**config.mk**
```make
export PLATFORM = sky130hd
export DESIGN_NAME = io_bus_responder
export DESIGN_NICKNAME = d
export VERILOG_FILES = /design/src/rtl/io_bus_pkg.sv /design/src/rtl/btn_debounce_edge.sv /design/src/rtl/io_bus_responder.sv
export SDC_FILE = /design/constraint.sdc
export NUM_CORES = 1
export LEC_CHECK = 0
export BUFFER_PORTS_ARGS = -buffer_cell sky130_fd_sc_hd__buf_2
export CORE_AREA = 4 4 138 140
export CTS_CLUSTER_SIZE = 40
export DETAILED_ROUTE_END_ITERATION = 8
export DIE_AREA = 0 0 142 144
export SYNTH_ARGS = -nofsm -noshare
export SYNTH_HDL_FRONTEND = slang
export SYNTH_SLANG_ARGS = --single-unit
```
**constraint.sdc**
```tcl
create_clock -name clk -period 2.3 [get_ports clk]
set_input_delay 0.115 -clock clk [delete_from_list [all_inputs] [get_ports clk]]
set_output_delay 0.115 -clock clk [all_outputs]
set_load 0.02 [all_outputs]
```
**src/rtl/io_bus_pkg.sv**
```systemverilog
// io_bus_pkg: word addresses of the responder's register map, plus word-address helper.
// Revision 1.0
`default_nettype none

package io_bus_pkg;

  localparam logic [7:0] ADDR_LED        = 8'h00;
  localparam logic [7:0] ADDR_IN_STATUS  = 8'h04;
  localparam logic [7:0] ADDR_IN_DATA    = 8'h08;
  localparam logic [7:0] ADDR_OUT_STATUS = 8'h0C;
  localparam logic [7:0] ADDR_OUT_DATA   = 8'h10;
  localparam logic [7:0] ADDR_SW         = 8'h14;
  localparam logic [7:0] ADDR_OVR_CNT    = 8'h18;

  // Byte offset within the word is not decoded.
  function automatic logic [7:0] word_addr(input logic [7:0] addr);
    return {addr[7:2], 2'b00};
  endfunction

endpackage

`default_nettype wire

```
**src/rtl/btn_debounce_edge.sv**
```systemverilog
// btn_debounce_edge: 2-flop synchroniser, counter debounce and rising-edge pulse for one button.
// Revision 1.0
`default_nettype none

module btn_debounce_edge #(
  parameter int unsigned          CNT_W           = 16,
  parameter logic [CNT_W-1:0]     DEBOUNCE_CYCLES = 16'd50000
) (
  input  logic clk,
  input  logic rstn,
  input  logic btn,
  output logic pulse
);

  localparam logic [CNT_W-1:0] CNT_MAX = CNT_W'(DEBOUNCE_CYCLES - 1'b1);

  logic [1:0]       sync_q;
  logic             level;
  logic             level_d;
  logic [CNT_W-1:0] cnt;

  always_ff @(posedge clk or negedge rstn) begin
    if (!rstn) begin
      sync_q  <= 2'b00;
      level   <= 1'b0;
      level_d <= 1'b0;
      cnt     <= '0;
    end else begin
      sync_q  <= {sync_q[0], btn};
      level_d <= level;
      if (sync_q[1] == level) begin
        cnt <= '0;
      end else if (cnt == CNT_MAX) begin
        level <= sync_q[1];
        cnt   <= '0;
      end else begin
        cnt <= cnt + 1'b1;
      end
    end
  end

  assign pulse = level & ~level_d;

endmodule

`default_nettype wire

```
**src/rtl/io_bus_responder.sv**
```systemverilog
// io_bus_responder: IO_BUS peripheral with LED register, switch-input and display-output
// handshake channels and a saturating input-overrun counter. Revision 1.0
`default_nettype none

module io_bus_responder
  import io_bus_pkg::*;
#(
  parameter int unsigned      CNT_W           = 16,
  parameter logic [CNT_W-1:0] DEBOUNCE_CYCLES = 16'd50000
) (
  input  logic        clk,
  input  logic        rstn,
  input  logic [7:0]  io_addr,
  input  logic [31:0] io_dout,
  input  logic        io_we,
  input  logic        io_rd,
  output logic [31:0] io_din,
  input  logic [15:0] sw,
  input  logic        btn_in,
  input  logic        btn_out,
  output logic [15:0] out_led,
  output logic [31:0] out_seg,
  output logic        in_vld_led,
  output logic        out_vld_led
);

  logic [15:0] sw_meta;
  logic [15:0] sw_sync;
  logic [15:0] in_data;
  logic        in_vld;
  logic        out_vld;
  logic [7:0]  ovr_cnt;
  logic        in_pulse;
  logic        out_pulse;

  logic [7:0]  word;
  logic        wr_led;
  logic        wr_out;
  logic        wr_ovr;
  logic        rd_in_data;

  btn_debounce_edge #(
    .CNT_W           (CNT_W),
    .DEBOUNCE_CYCLES (DEBOUNCE_CYCLES)
  ) u_btn_in (
    .clk   (clk),
    .rstn  (rstn),
    .btn   (btn_in),
    .pulse (in_pulse)
  );

  btn_debounce_edge #(
    .CNT_W           (CNT_W),
    .DEBOUNCE_CYCLES (DEBOUNCE_CYCLES)
  ) u_btn_out (
    .clk   (clk),
    .rstn  (rstn),
    .btn   (btn_out),
    .pulse (out_pulse)
  );

  assign word       = word_addr(io_addr);
  assign wr_led     = io_we && (word == ADDR_LED);
  assign wr_out     = io_we && (word == ADDR_OUT_DATA);
  assign wr_ovr     = io_we && (word == ADDR_OVR_CNT);
  assign rd_in_data = io_rd && (word == ADDR_IN_DATA);

  always_ff @(posedge clk or negedge rstn) begin
    if (!rstn) begin
      sw_meta <= '0;
      sw_sync <= '0;
      out_led <= '0;
      out_seg <= '0;
      in_data <= '0;
      in_vld  <= 1'b0;
      out_vld <= 1'b0;
      ovr_cnt <= '0;
    end else begin
      sw_meta <= sw;
      sw_sync <= sw_meta;

      if (wr_led) begin
        out_led <= io_dout[15:0];
      end

      // A capture coinciding with the read-clear refills the slot instead of overrunning.
      if (in_pulse && (!in_vld || rd_in_data)) begin
        in_data <= sw_sync;
        in_vld  <= 1'b1;
      end else if (in_pulse) begin
        if (ovr_cnt != 8'hFF) begin
          ovr_cnt <= ovr_cnt + 1'b1;
        end
      end else if (rd_in_data) begin
        in_vld <= 1'b0;
      end

      if (wr_ovr) begin
        ovr_cnt <= '0;
      end

      if (wr_out && !out_vld) begin
        out_seg <= io_dout;
        out_vld <= 1'b1;
      end else if (out_pulse) begin
        out_vld <= 1'b0;
      end
    end
  end

  always_comb begin
    io_din = 32'h0;
    case (word)
      ADDR_LED:        io_din = {16'h0, out_led};
      ADDR_IN_STATUS:  io_din = {31'h0, in_vld};
      ADDR_IN_DATA:    io_din = {16'h0, in_data};
      ADDR_OUT_STATUS: io_din = {31'h0, ~out_vld};
      ADDR_SW:         io_din = {16'h0, sw_sync};
      ADDR_OVR_CNT:    io_din = {24'h0, ovr_cnt};
      default:         io_din = 32'h0;
    endcase
  end

  assign in_vld_led  = in_vld;
  assign out_vld_led = out_vld;

endmodule

`default_nettype wire

```
# Yosys cells after proc, flatten, opt, wreduce, memory -nomap -nowiden
# Cells that the tools add are included.
[totals]
reg_bits = 146
elab_cells = 71
input_bits = 62
[classes]
bitwise = 7
n_eq_ne = 13
reduce_logical = 18
n_addsub = 3
n_mux = 14
[ops]
columns = ["op", "n"]
rows = [
  ["one-hot mux 16 bit (6 select lines)", 1],
  ["2-to-1 mux 16 bit", 4],
  ["adder 16 x 1 -> 16 bit, second input constant", 2],
  ["equality test 16 bit, second input constant", 2],
  ["2-to-1 mux 8 bit", 4],
  ["equality test 6 x 3 -> 1 bit, second input constant", 3],
  ["equality test 6 x 2 -> 1 bit, second input constant", 2],
  ["adder 8 x 1 -> 8 bit, second input constant", 1],
  ["logical NOT 8 bit", 1],
  ["inequality test 8 bit, second input constant", 1],
  ["nonzero test 2 bit", 4],
  ["equality test 6 x 1 -> 1 bit, second input constant", 1],
  ["logical AND 1 bit", 6],
  ["AND reduction 2 bit", 3],
  ["2-to-1 mux 1 bit", 5],
  ["inverter 1 bit", 5],
  ["AND reduction 3 bit", 1],
  ["AND 1 bit", 2],
  ["equality test 1 bit", 2],
  ["logical NOT 1 bit", 2],
  ["inequality test 2 x 1 -> 1 bit, second input constant", 1],
  ["inequality test 2 bit, second input constant", 1],
  ["logical OR 1 bit", 1],
]

# Longest topological paths before layout
# Gate-level depths: netlist of the first run.
[depth]
word_depth = 6
depth_mapped = 6
depth_no_buf = 5

# By module
# From an unflattened synthesis of the first run, not the netlist that was laid out.
[hier_totals]
cells_unflattened = 470
area_unflattened_um2 = 6145.9
[by_module_without_submodules]
columns = ["module", "instances", "cells_each", "area_each_um2", "seq_area_each_um2"]
rows = [
  ["io_bus_responder", 1, 294, 4261.6, 2652.5],
  ["btn_debounce_edge", 2, 88, 942.2, 500.5],
]

# Worst setup path after synthesis of the first run
# OpenSTA, ideal clock, no wires.
[synth_path]
kind = "input to register"
start = "input port io_addr[7]"
end = "register out_led[0]"
slack_ps = 514
path_stages = 6
setup_time_ps = 125
arrival_time_ps = 1661
cell_sequence = "or4_4 -> nand2b_1 -> buf_2 -> nor2_4 -> buf_4 -> mux2_2"
[synth_via]
elab_chain_cells = 2
[synth_lines]
columns = ["item", "line", "rtl"]
rows = [
  ["start: declaration", "io_bus_responder.sv:13", "input logic [7:0] io_addr,"],
  ["logical NOT 8 bit", "io_bus_responder.sv:63", "assign wr_led = io_we && (word == ADDR_LED);"],
  ["logical AND 1 bit", "io_bus_responder.sv:63", ""],
  ["end signal: assignment", "io_bus_responder.sv:83", "out_led <= io_dout[15:0];"],
  ["end: declaration", "io_bus_responder.sv:21", "output logic [15:0] out_led,"],
]
# No other way between the ends.
# A chain may end at the register's enable or synchronous reset.

# Worst setup path in the final report of the first run
[layout_path]
start = "register out_vld (netlist: out_vld_led)"
end = "output port io_din[0]"
[layout_via]
elab_chain_cells = 2
[layout_lines]
columns = ["item", "line", "rtl"]
rows = [
  ["start: declaration", "io_bus_responder.sv:31", "logic out_vld;"],
  ["start signal: assignment", "io_bus_responder.sv:76", "out_vld <= 1'b0;"],
  ["start signal: assignment", "io_bus_responder.sv:104", "out_vld <= 1'b1;"],
  ["start signal: assignment", "io_bus_responder.sv:106", "out_vld <= 1'b0;"],
  ["inverter 1 bit", "io_bus_responder.sv:117", "ADDR_OUT_STATUS: io_din = {31'h0, ~out_vld};"],
  ["one-hot mux 16 bit (6 select lines)", "io_bus_responder.sv:113", "case (word)"],
  ["end: declaration", "io_bus_responder.sv:17", "output logic [31:0] io_din,"],
]
# No other way between the ends.

==> results of run 1 <==
## flip-flops by register name, indices dropped and copies added (netlist names), 2 cells and up
signal,cells
out_seg,32
in_data,16
out_led,16
sw_meta,16
sw_sync,16
u_btn_in.cnt,16
u_btn_out.cnt,16
ovr_cnt,8
u_btn_in.sync_q,2
u_btn_out.sync_q,2
## layout by cell type, fill, tap and decap left out, types with 12 or more instances in the layout
cell / netlist / routed
nand2_1: 21 / 21
nor2_1: 37 / 37
o21ai_0: 14 / 14
mux2_2: 56 / 56
dlygate4sd3_1: 0 / 52
mux2i_1: 15 / 15
nand3_1: 12 / 12
clkbuf_16: 0 / 17
conb_1: 1 / 16
buf_2: 5 / 124
dfrtp_1: 146 / 146
xnor2_1: 18 / 18
## power by group through the flow
stage                     clock (mW)  combinational, mW  sequential, mW
after global placement             0              0.592            2.86
after floorplan                    0              0.207            2.99
after CTS                       2.77              0.676            2.82
after global routing            2.90              0.724            2.84
after detailed placement           0              0.606            2.87
final                           2.70              0.664            2.82
## tightest hold or removal path: stages
cell and delay, ns:
buf_2 0.14, o31ai_4 0.10, buf_4 0.18, nand2b_1 0.09
## metrics by stage
stage / setup slack, ns / util / std cells
floorplan: 0.514 / - / 492
global placement: 0.463 / 0.395 / 824
detailed placement: 0.426 / 0.395 / 824
CTS: 0.218 / 0.457 / 908
global route: 0.143 / 0.457 / 908
finish: 0.265 / 0.457 / 908
## final timing paths
check | start | end | slack [ns] | depth (start not counted)
setup / recovery | out_vld_led | io_din[0] | 0.27 | 5
hold / removal | io_addr[2] | in_vld_led | 0.25 | 4
setup reg to reg | u_btn_in.cnt[5] | u_btn_in.cnt[15] | 0.43 | 4
hold reg to reg | sw_meta[6] | sw_sync[6] | 0.34 | 0
max in group asynchronous | rstn | in_data[15] | 1.27 | 3
min in group asynchronous | rstn | out_seg[1] | 0.26 | 2
## cells by family after synthesis
family	share of synthesized area
flip-flops	0.594
AO/OA/AOI/OAI	0.0505
multiplexers	0.155
buffers and inverters	0.0376
XOR/XNOR	0.0370
other	0.000610
adder cells (fa/ha/maj)	0.00610
AND/OR/NAND/NOR	0.119
## timing repair
action / CTS / global route
hold buffers: 52 / 0
hold endpoints to repair: 128 / 0
buffers inserted: 0 / 0
## final cells by class
cell class                      instances  area, um^2  area share
Timing Repair Buffer                  188        1270       0.156
Sequential cell                       146        3650       0.448
Inverter                                8        30.0     0.00368
Multi-Input combinational cell        305        2330       0.285
Clock buffer                           19         453      0.0555
Tap cell                              229         287      0.0351
Clock inverter                         13         134      0.0164
## per-layer routing
layer  part of all wire  vias to the layer above
met3              0.064                       12
met2               0.50                      152
li1                   -                     2045
met5                  0                        -
met1               0.42                     2099
met4              0.010                        0
==> impl_metrics.csv, run 1 <==
group,metric,value,unit
run_status,status,"finished, final reports clean",
pwr,clock_power_share,0.436,
synth,synthFlopType,"dfrtp_1",
synth,synth_common_cells,"dfrtp_1 (146), mux2_2 (56), nor2_1 (37)",
placement,gp_congestion,0.780,
placement,post-dp-hpwl,9530,um
run,drv_cap,0,
placement,place_area,7050,um^2
grt,gr-usage-all-layers,0.140,
grt,met2_usage,0.241,
timing,skew,0.00794,ns
synth,synth_cells,477,
route,antenna_left,0,
worst_setup_path,slowest_stage,"mux4_2",
timing,post-route-min-period,2.03,ns
grt,antenna_found_initial,0,
timing,hold_viol,0,
die,core_area,17800,um^2
worst_setup_path,path_cells,"inv_1, mux4_2, nor2b_1, a221o_1, buf_2",
layout,final_nets,731,
worst_setup_path,critPathCaptureType,"output pin",
die,chipHeight,144,um
layout,nFillCells,1617,
worst_setup_path,required,2.18,ns
layout,postLayoutCellArea,8160,um^2
die,design.die.area,20400,um^2
clock_network,tritoncts,"yes",
grt,grt_pass1_vias,4584,
grt,grtUsageMet1,0.174,
timing,setup_viol,0,
die,ioPinCount,144,
worst_setup_path,critical_path_class,"reg2out",
worst_setup_path,cp.arrival,1.92,ns
synth,synthDistinctLibCells,45,
worst_setup_path,start_kind,"flip-flop",
worst_setup_path,cp.buffers_inverters,2,
synth,ys_ff_latch,146,
route,drtIter0Drc,213,
clock_network,cts_htree_levels,4,
clock_network,clockBufferDepth,2,
grt,met3_usage,0.0380,
synth,ys_top_cells_by_area,"dfrtp_1 (59%), mux2_2 (10%), xnor2_1 (2.6%)",
route,wl,13700,um
timing,fin_hold_ws,0.250,ns
die,die_w,142,um
route,num_vias,4308,
route,drc,0,
synth,syn_area_per_cell,12.9,um^2
grt,grt_busiest_layer,"met2",
grt,grt_first_pass_wirelength,22700,um
clock_network,cts_root_buffer,"clkbuf_16",
grt,grt_max_degree,68,
pwr,leakagePower,3.92,nW
pwr,pwr-share-seq,0.456,
route,routedWlPerCell,15.1,um
timing,fin_tns_setup,0,ns
pwr,irDropWorstVdd,0.552,mV
timing,timing.fmax,0.491,GHz
placement,io_buffers,125,
synth,syn_area,6150,um^2
die,rows,49,
synth,yosysWarnings,0,
synth,async_flop_share,1.00,
hold_path,hold_path_class,"in2reg",
worst_setup_path,cp_max_fo,4,
layout,final_layout_size_suffix_gt1_frac,0.358,
synth,yosysMostFrequentCell,"dfrtp_1",
die,initial_utilization,0.345,
timing,rsz0062_at_grt,"no",
synth,yosysTopAreaCell,"dfrtp_1",
clock_network,cts.clk_slew.worst_paths,0.06,ns
timing,finalCritPeriodShare,0.885,
clock_network,cts_made_buffers,17,
grt,gr-total-overflow,0,
clock_network,worstSkewPairLatency,0.41,ns
layout,syn_to_final_growth,32.6,%
worst_setup_path,cpLargestDelayFamily,"multiplexers",
pwr,power_density,758,nW/um^2
layout,antennaDiodeCount,0,
worst_setup_path,critical_path.max_stage_delay,0.45,ns
timing,tightest_slew,0.590,ns
route,vias_per_cell,4.74,
clock_network,ctsResizeCount,0,
pwr,switching_share,0.245,
clock_network,cts_sinks,146,
synth,synth_top_area_frac,0.594,
timing,finalMaxSlewViolations,0,
pwr,finalPower,6.18,mW
synth,synth.yosys.seq_area_share,0.594,
pwr,p_int,4.67,mW
pwr,switching_power,1.51,mW
route,dr.pass1.iters,4,
timing,slew_headroom,0.607,
pwr,p_comb_frac,0.107,
synth,synth_edf_count,0,
Power figures use the tool's default switching activity.
==> inputs of run 2 (changes only) <==
Settings changed: ABC_AREA set to 1, CORE_AREA 4 4 138 140 to 2 2 177 110, DIE_AREA 0 0 142 144 to 0 0 179 112.
==> run 2 against run 1 <==
  * Worst hold slack worse by 0.22 ns
  * Largest power group unchanged
  * Wire length is 15% higher
  * Die area fell by 2.0%
  * Largest cell class unchanged
  * Setup slack improved by 0.29 ns
  * Register-to-register slack improved by 0.13 ns
==> impl_metrics.csv, run 2 <==
group,metric,value,unit
synth,synth.yosys.seq_area_share,0.578,
synth,yosysWarnings,0,
clock_network,cts.clk_slew.worst_paths,0.06,ns
timing,hold_viol,0,
layout,largest_register_ffs,32,
die,chipHeight,112,um
synth,ys_top_cells_by_area,"dfrtp_1 (58%), nand2_1 (12%), nand3_1 (5.1%)",
pwr,leakagePower,4.22,nW
clock_network,cts_root_buffer,"clkbuf_16",
worst_setup_path,path_cells,"ha_1, nand2_1, nor2_1, inv_1, nor2_1, nand2_1, nand2_2, inv_1, nand2_1, nor2_1",
synth,ys_ff_latch,146,
run_status,status,"finished, final reports clean",
clock_network,cts_post_setup_buffers_inserted,0,
route,wl,15800,um
grt,grt_max_degree,61,
timing,setup_viol,0,
clock_network,cts_htree_levels,4,
worst_setup_path,cp_max_fo,9,
placement,post-dp-hpwl,10900,um
synth,synth_cells,717,
pwr,clock_power_share,0.454,
worst_setup_path,cp.buffers_inverters,2,
clock_network,tritoncts,"yes",
timing,skew,0.00985,ns
run,drv_cap,0,
route,highest_layer,"met5",
synth,synth_top_area_frac,0.578,
grt,gr-usage-all-layers,0.164,
worst_setup_path,required,2.59,ns
layout,antennaDiodeCount,0,
die,design.die.area,20000,um^2
layout,final_nets,968,
worst_setup_path,critPathCaptureType,"flip-flop",
route,antenna_left,0,
timing,post-route-min-period,1.74,ns
placement,gp_congestion,0.848,
grt,grt_pass1_vias,5007,
synth,yosysTopAreaCell,"dfrtp_1",
pwr,power_density,698,nW/um^2
synth,synth_common_cells,"nand2_1 (196), dfrtp_1 (146), inv_1 (77)",
die,initial_utilization,0.342,
die,die_w,179,um
timing,fin_hold_ws,0.0337,ns
timing,rsz0062_at_grt,"no",
route,met3_length,914,um
route,wl_met1,7790,um
timing,finalCritPeriodShare,0.757,
clock_network,clockBufferDepth,2,
route,routedWlPerCell,13.6,um
timing,fin_tns_setup,0,ns
pwr,switching_share,0.237,
timing,timing.fmax,0.574,GHz
route,drc,0,
worst_setup_path,slowest_stage,"dfrtp_1",
die,core_area,18500,um^2
pwr,pwr-share-seq,0.471,
synth,synthDistinctLibCells,27,
pwr,switching_power,1.36,mW
synth,syn_area_per_cell,8.81,um^2
route,vias_per_cell,4.52,
worst_setup_path,start_kind,"flip-flop",
synth,syn_area,6320,um^2
timing,slew_headroom,0.603,
clock_network,cts_made_buffers,17,
layout,syn_to_final_growth,30.5,%
route,dr.pass1.iters,5,
clock_network,cts_sinks,146,
pwr,p_comb_frac,0.074,
grt,grt_first_pass_wirelength,25600,um
clock_network,ctsResizeCount,0,
worst_setup_path,critical_path.max_stage_delay,0.37,ns
layout,final_layout_size_suffix_gt1_frac,0.195,
die,ioPinCount,144,
synth,yosysMostFrequentCell,"nand2_1",
pwr,irDropWorstVdd,0.470,mV
layout,mostFrequentLayoutCell,"nand2_1",
layout,fin_cells,1158,
worst_setup_path,critical_path_class,"reg2reg",
synth,synthFlopType,"dfrtp_1",
route,drtIter0Drc,350,
worst_setup_path,cp.arrival,2.04,ns
timing,finalMaxSlewViolations,0,
grt,gr-total-overflow,0,
hold_path,hold_path_class,"in2reg",
synth,async_flop_share,1.00,
placement,io_buffers,125,
layout,layout_common_cells,"nand2_1 (196), dfrtp_1 (146), buf_2 (124)",
pwr,p_int,4.39,mW
synth,synth_edf_count,0,
worst_setup_path,cpLargestDelayFamily,"simple AND/OR/NAND/NOR gates",
grt,antenna_found_initial,1,
clock_network,hold_buffers,49,
route,num_vias,5234,
clock_network,worstSkewPairLatency,0.41,ns
layout,regMostFlops,"out_seg",
timing,tightest_slew,0.593,ns
route,route.met2.wl,6950,um
placement,place_inst,1081,
die,rows,39,
-- run 2: changes by cell type in the layout (fill, tap and decap cells not counted), sizes merged, moves of 12 or more --
cell / before / now
nand2: 22 / 202
inv: 10 / 80
mux2: 66 / 0
nand3: 12 / 64
nor2: 38 / 73
o21ai: 14 / 48
mux2i: 15 / 0
xnor2: 18 / 6
-- run 2: cell type report --
| cell class | count | area [um^2] |
|---|---|---|
| repair buffers | 184 | 1220 |
| clock inverters | 10 | 116 |
| well taps | 246 | 308 |
| flip-flops and latches | 146 | 3650 |
| inverters | 80 | 300 |
| multi-input cells | 474 | 2210 |
| clock buffers | 18 | 429 |
| fillers | 1824 | 10300 |
-- run 2: stage by stage --
step / utilization / setup WS [ns] / power (mW) / cell area, um^2
6_report: 0.446 / 0.558 / 5.75 / 8240
5_1_grt: 0.446 / 0.369 / 6.01 / 8240
4_1_cts: 0.446 / 0.550 / 5.82 / 8240
3_5_place_dp: 0.390 / 0.560 / 3.12 / 7210
3_3_place_gp: 0.390 / 0.596 / 3.12 / 7210
2_1_floorplan: - / 0.847 / 2.93 / 6370
-- run 2: path summary, 6_finish.rpt --
kind	start	end	slack, ns	depth (start not counted)
max in group asynchronous	rstn	u_btn_out.sync_q[0]	1.43	3
min	io_dout[1]	out_led[1]	0.03	3
min in group asynchronous	rstn	sw_meta[9]	0.25	2
max	u_btn_out.cnt[0]	u_btn_out.cnt[15]	0.56	10
max reg2reg	u_btn_out.cnt[0]	u_btn_out.cnt[15]	0.56	10
min reg2reg	sw_meta[15]	sw_sync[15]	0.35	0
-- run 2: power groups by stage --
stage                     combinational (mW)  sequential [mW]  clock, mW
after floorplan                        0.143             2.79          0
after global placement                 0.363             2.75          0
after detailed placement               0.366             2.76          0
after CTS                              0.431             2.71       2.68
after global routing                   0.476             2.72       2.81
final                                  0.428             2.71       2.61
-- run 2: worst min-delay path, delay by kind of cell --
| family | cells | cell delay (ns) |
|---|---|---|
| compound gates | 1 | 0.15 |
| buf+inv | 2 | 0.13 |
-- run 2: kinds of logic (layout without fill, tap and decap cells) --
logic type	after synthesis	after routing	synth area share
simple gates	360	360	0.242
flops	146	146	0.578
buf+inv	112	292	0.0800
compound gates	78	78	0.0689
xor+xnor	17	17	0.0236
fa+ha+maj	3	3	0.00594
other cells	1	16	0.000594
-- run 2: per-layer routing --
| layer | track usage | vias to the layer above |
|---|---|---|
| li1 | - | 2623 |
| met1 | 0.242 | 2462 |
| met2 | 0.245 | 133 |
| met3 | 0.0389 | 14 |
| met4 | 0.0369 | 2 |
| met5 | 0 | - |
==> inputs of run 3 (changes only) <==
Settings changed: ABC_AREA 1 to 0, CORE_AREA 2 2 177 110 to 2 2 175 108, DIE_AREA 0 0 179 112 to 0 0 177 110.
Clock period 2.3 ns to 1.5 ns, I/O delays scaled along.
==> run 3 against run 2 <==
  * The flow now finishes with violations (setup timing)
  * Utilization increased by 9.5 points
  * Worst hold slack improved by 0.072 ns
  * Non-clock buffer count increased by 86
  * Global-route usage grew 0.49 points
  * Die area decreased by 2.9%
  * Setup slack got worse by 0.97 ns
  * Combinational power increased to 2.9 times the previous value
  * Critical path depth decreased by 5
  * Via count fell by 8.2%
  * Critical endpoint is now io_din[0]
  * Highest routed layer is now met4
==> impl_metrics.csv, run 3 (synthesized netlist as in run 1, its figures left out) <==
group,metric,value,unit
timing,timing.fmax,0.524,GHz
layout,postLayoutCellArea,9630,um^2
timing,setup_slack,-0.407,ns
route,num_vias,4807,
route,wl,17100,um
worst_setup_path,slowest_stage,"mux4_2",
route,routedWlPerCell,17.1,um
pwr,power_density,1060,nW/um^2
run,drv_cap,0,
clock_network,cts_htree_levels,4,
worst_setup_path,path_cells,"inv_2, mux4_2, nor2b_4, a221o_1, buf_6",
die,die_w,177,um
clock_network,cts_sinks,146,
grt,grt_first_pass_wirelength,25600,um
timing,post-route-min-period,1.91,ns
clock_network,cts.clk_slew.worst_paths,0.06,ns
layout,layout_common_cells,"dfrtp_1 (143), buf_2 (106), buf_4 (66)",
die,rows,38,
timing,setup_viol,71,
timing,skew,0.00916,ns
timing,finalCritPeriodShare,1.27,
placement,io_buffers,125,
run_status,status,"complete, but fails checks",
timing,rsz0062_at_grt,"yes",
die,design.die.area,19500,um^2
worst_setup_path,critical_path_class,"reg2out",
grt,gr-usage-all-layers,0.169,
worst_setup_path,start_kind,"flip-flop",
route,drtIter0Drc,246,
placement,place_area,7550,um^2
placement,place_inst,892,
die,chipHeight,110,um
clock_network,clockBufferDepth,2,
placement,gp_congestion,0.840,
grt,grt_pass1_vias,4958,
layout,mostFrequentLayoutCell,"dfrtp_1",
layout,antennaDiodeCount,0,
route,antenna_left,0,
worst_setup_path,cp_max_fo,2,
route,vias_per_cell,4.81,
timing,hold_viol,0,
route,drc,0,
clock_network,tritoncts,"yes",
worst_setup_path,required,1.42,ns
placement,dp_slack,-0.300,ns
worst_setup_path,cp.arrival,1.83,ns
worst_setup_path,cpLargestDelayFamily,"multiplexers",
grt,gr-total-overflow,0,
die,ioPinCount,144,
run_status,violations,"setup timing",
layout,syn_to_final_growth,56.6,%
hold_path,hold_path_class,"in2async",
clock_network,cts_root_buffer,"clkbuf_16",
pwr,irDropWorstVdd,0.755,mV
placement,post-dp-hpwl,10200,um
layout,final_layout_size_suffix_gt1_frac,0.518,
die,core_area,17800,um^2
layout,final_util,0.540,
worst_setup_path,cp.buffers_inverters,2,
worst_setup_path,critPathCaptureType,"output pin",
grt,grt_max_degree,54,
layout,regMostFlops,"out_seg",
clock_network,worstSkewPairLatency,0.41,ns
worst_setup_path,critical_path.max_stage_delay,0.45,ns
timing,finalMaxSlewViolations,0,
pwr,leakagePower,4.58,nW
layout,fin_cells,1000,
grt,antenna_found_initial,0,
route,dr.pass1.iters,5,
clock_network,cts_made_buffers,17,
die,initial_utilization,0.345,
layout,largest_register_ffs,32,
layout,final_nets,813,
run 3: report_power, final:
| part | leakage (nW) | total (mW) | internal [mW] | switching [mW] |
|---|---|---|---|---|
| logic | 2.36 | 1.24 | 0.596 | 0.646 |
| registers | 1.91 | 4.35 | 4.18 | 0.168 |
| clock network | 0.313 | 4.64 | 3.03 | 1.61 |
run 3: final cells by class:
type | instances | area [um^2]
tap | 240 | 300
fill | 1432 | 8200
timing repair buffer | 270 | 2170
multi-input combinational | 305 | 2840
inverter | 8 | 30.0
clock inverter | 10 | 181
sequential | 146 | 3660
clock buffer | 21 | 460
run 3: repair_timing:
action,4_1_cts,5_1_grt
endpoints found under the hold margin,214,0
hold buffers,52,0
gates cloned,2,4
pin swaps,28,35
setup endpoints to repair,44,104
gates resized for setup,80,102
buffers inserted,7,17
run 3: per-stage QoR:
step	hold slack, ns	total power, mW	TNS, ns
6_report	0.106	10.2	-5.58
5_1_grt	0.126	10.6	-9.56
4_1_cts	0.101	10.2	-3.32
3_5_place_dp	-0.0333	5.38	-21.02
3_3_place_gp	-0.0397	5.35	-19.23
2_1_floorplan	-0.221	4.91	-5.66
run 3: worst paths after layout:
path,start,end,slack (ns),cells after the start
min in group clk,io_we,ovr_cnt[7],0.20,3
hold reg to reg,sw_meta[13],sw_sync[13],0.34,0
hold / removal,rstn,out_seg[14],0.11,2
setup reg to reg,out_vld_led,out_seg[28],-0.15,6
max in group asynchronous,rstn,out_seg[7],0.80,3
setup / recovery,out_vld_led,io_din[0],-0.41,5
run 3: layer usage:
layer,global-route usage,vias up,wire length (um)
li1,-,2221,-
met1,0.230,2437,8040
met2,0.273,134,8050
met3,0.0432,15,874
met4,0.0384,0,158
met5,0,-,0
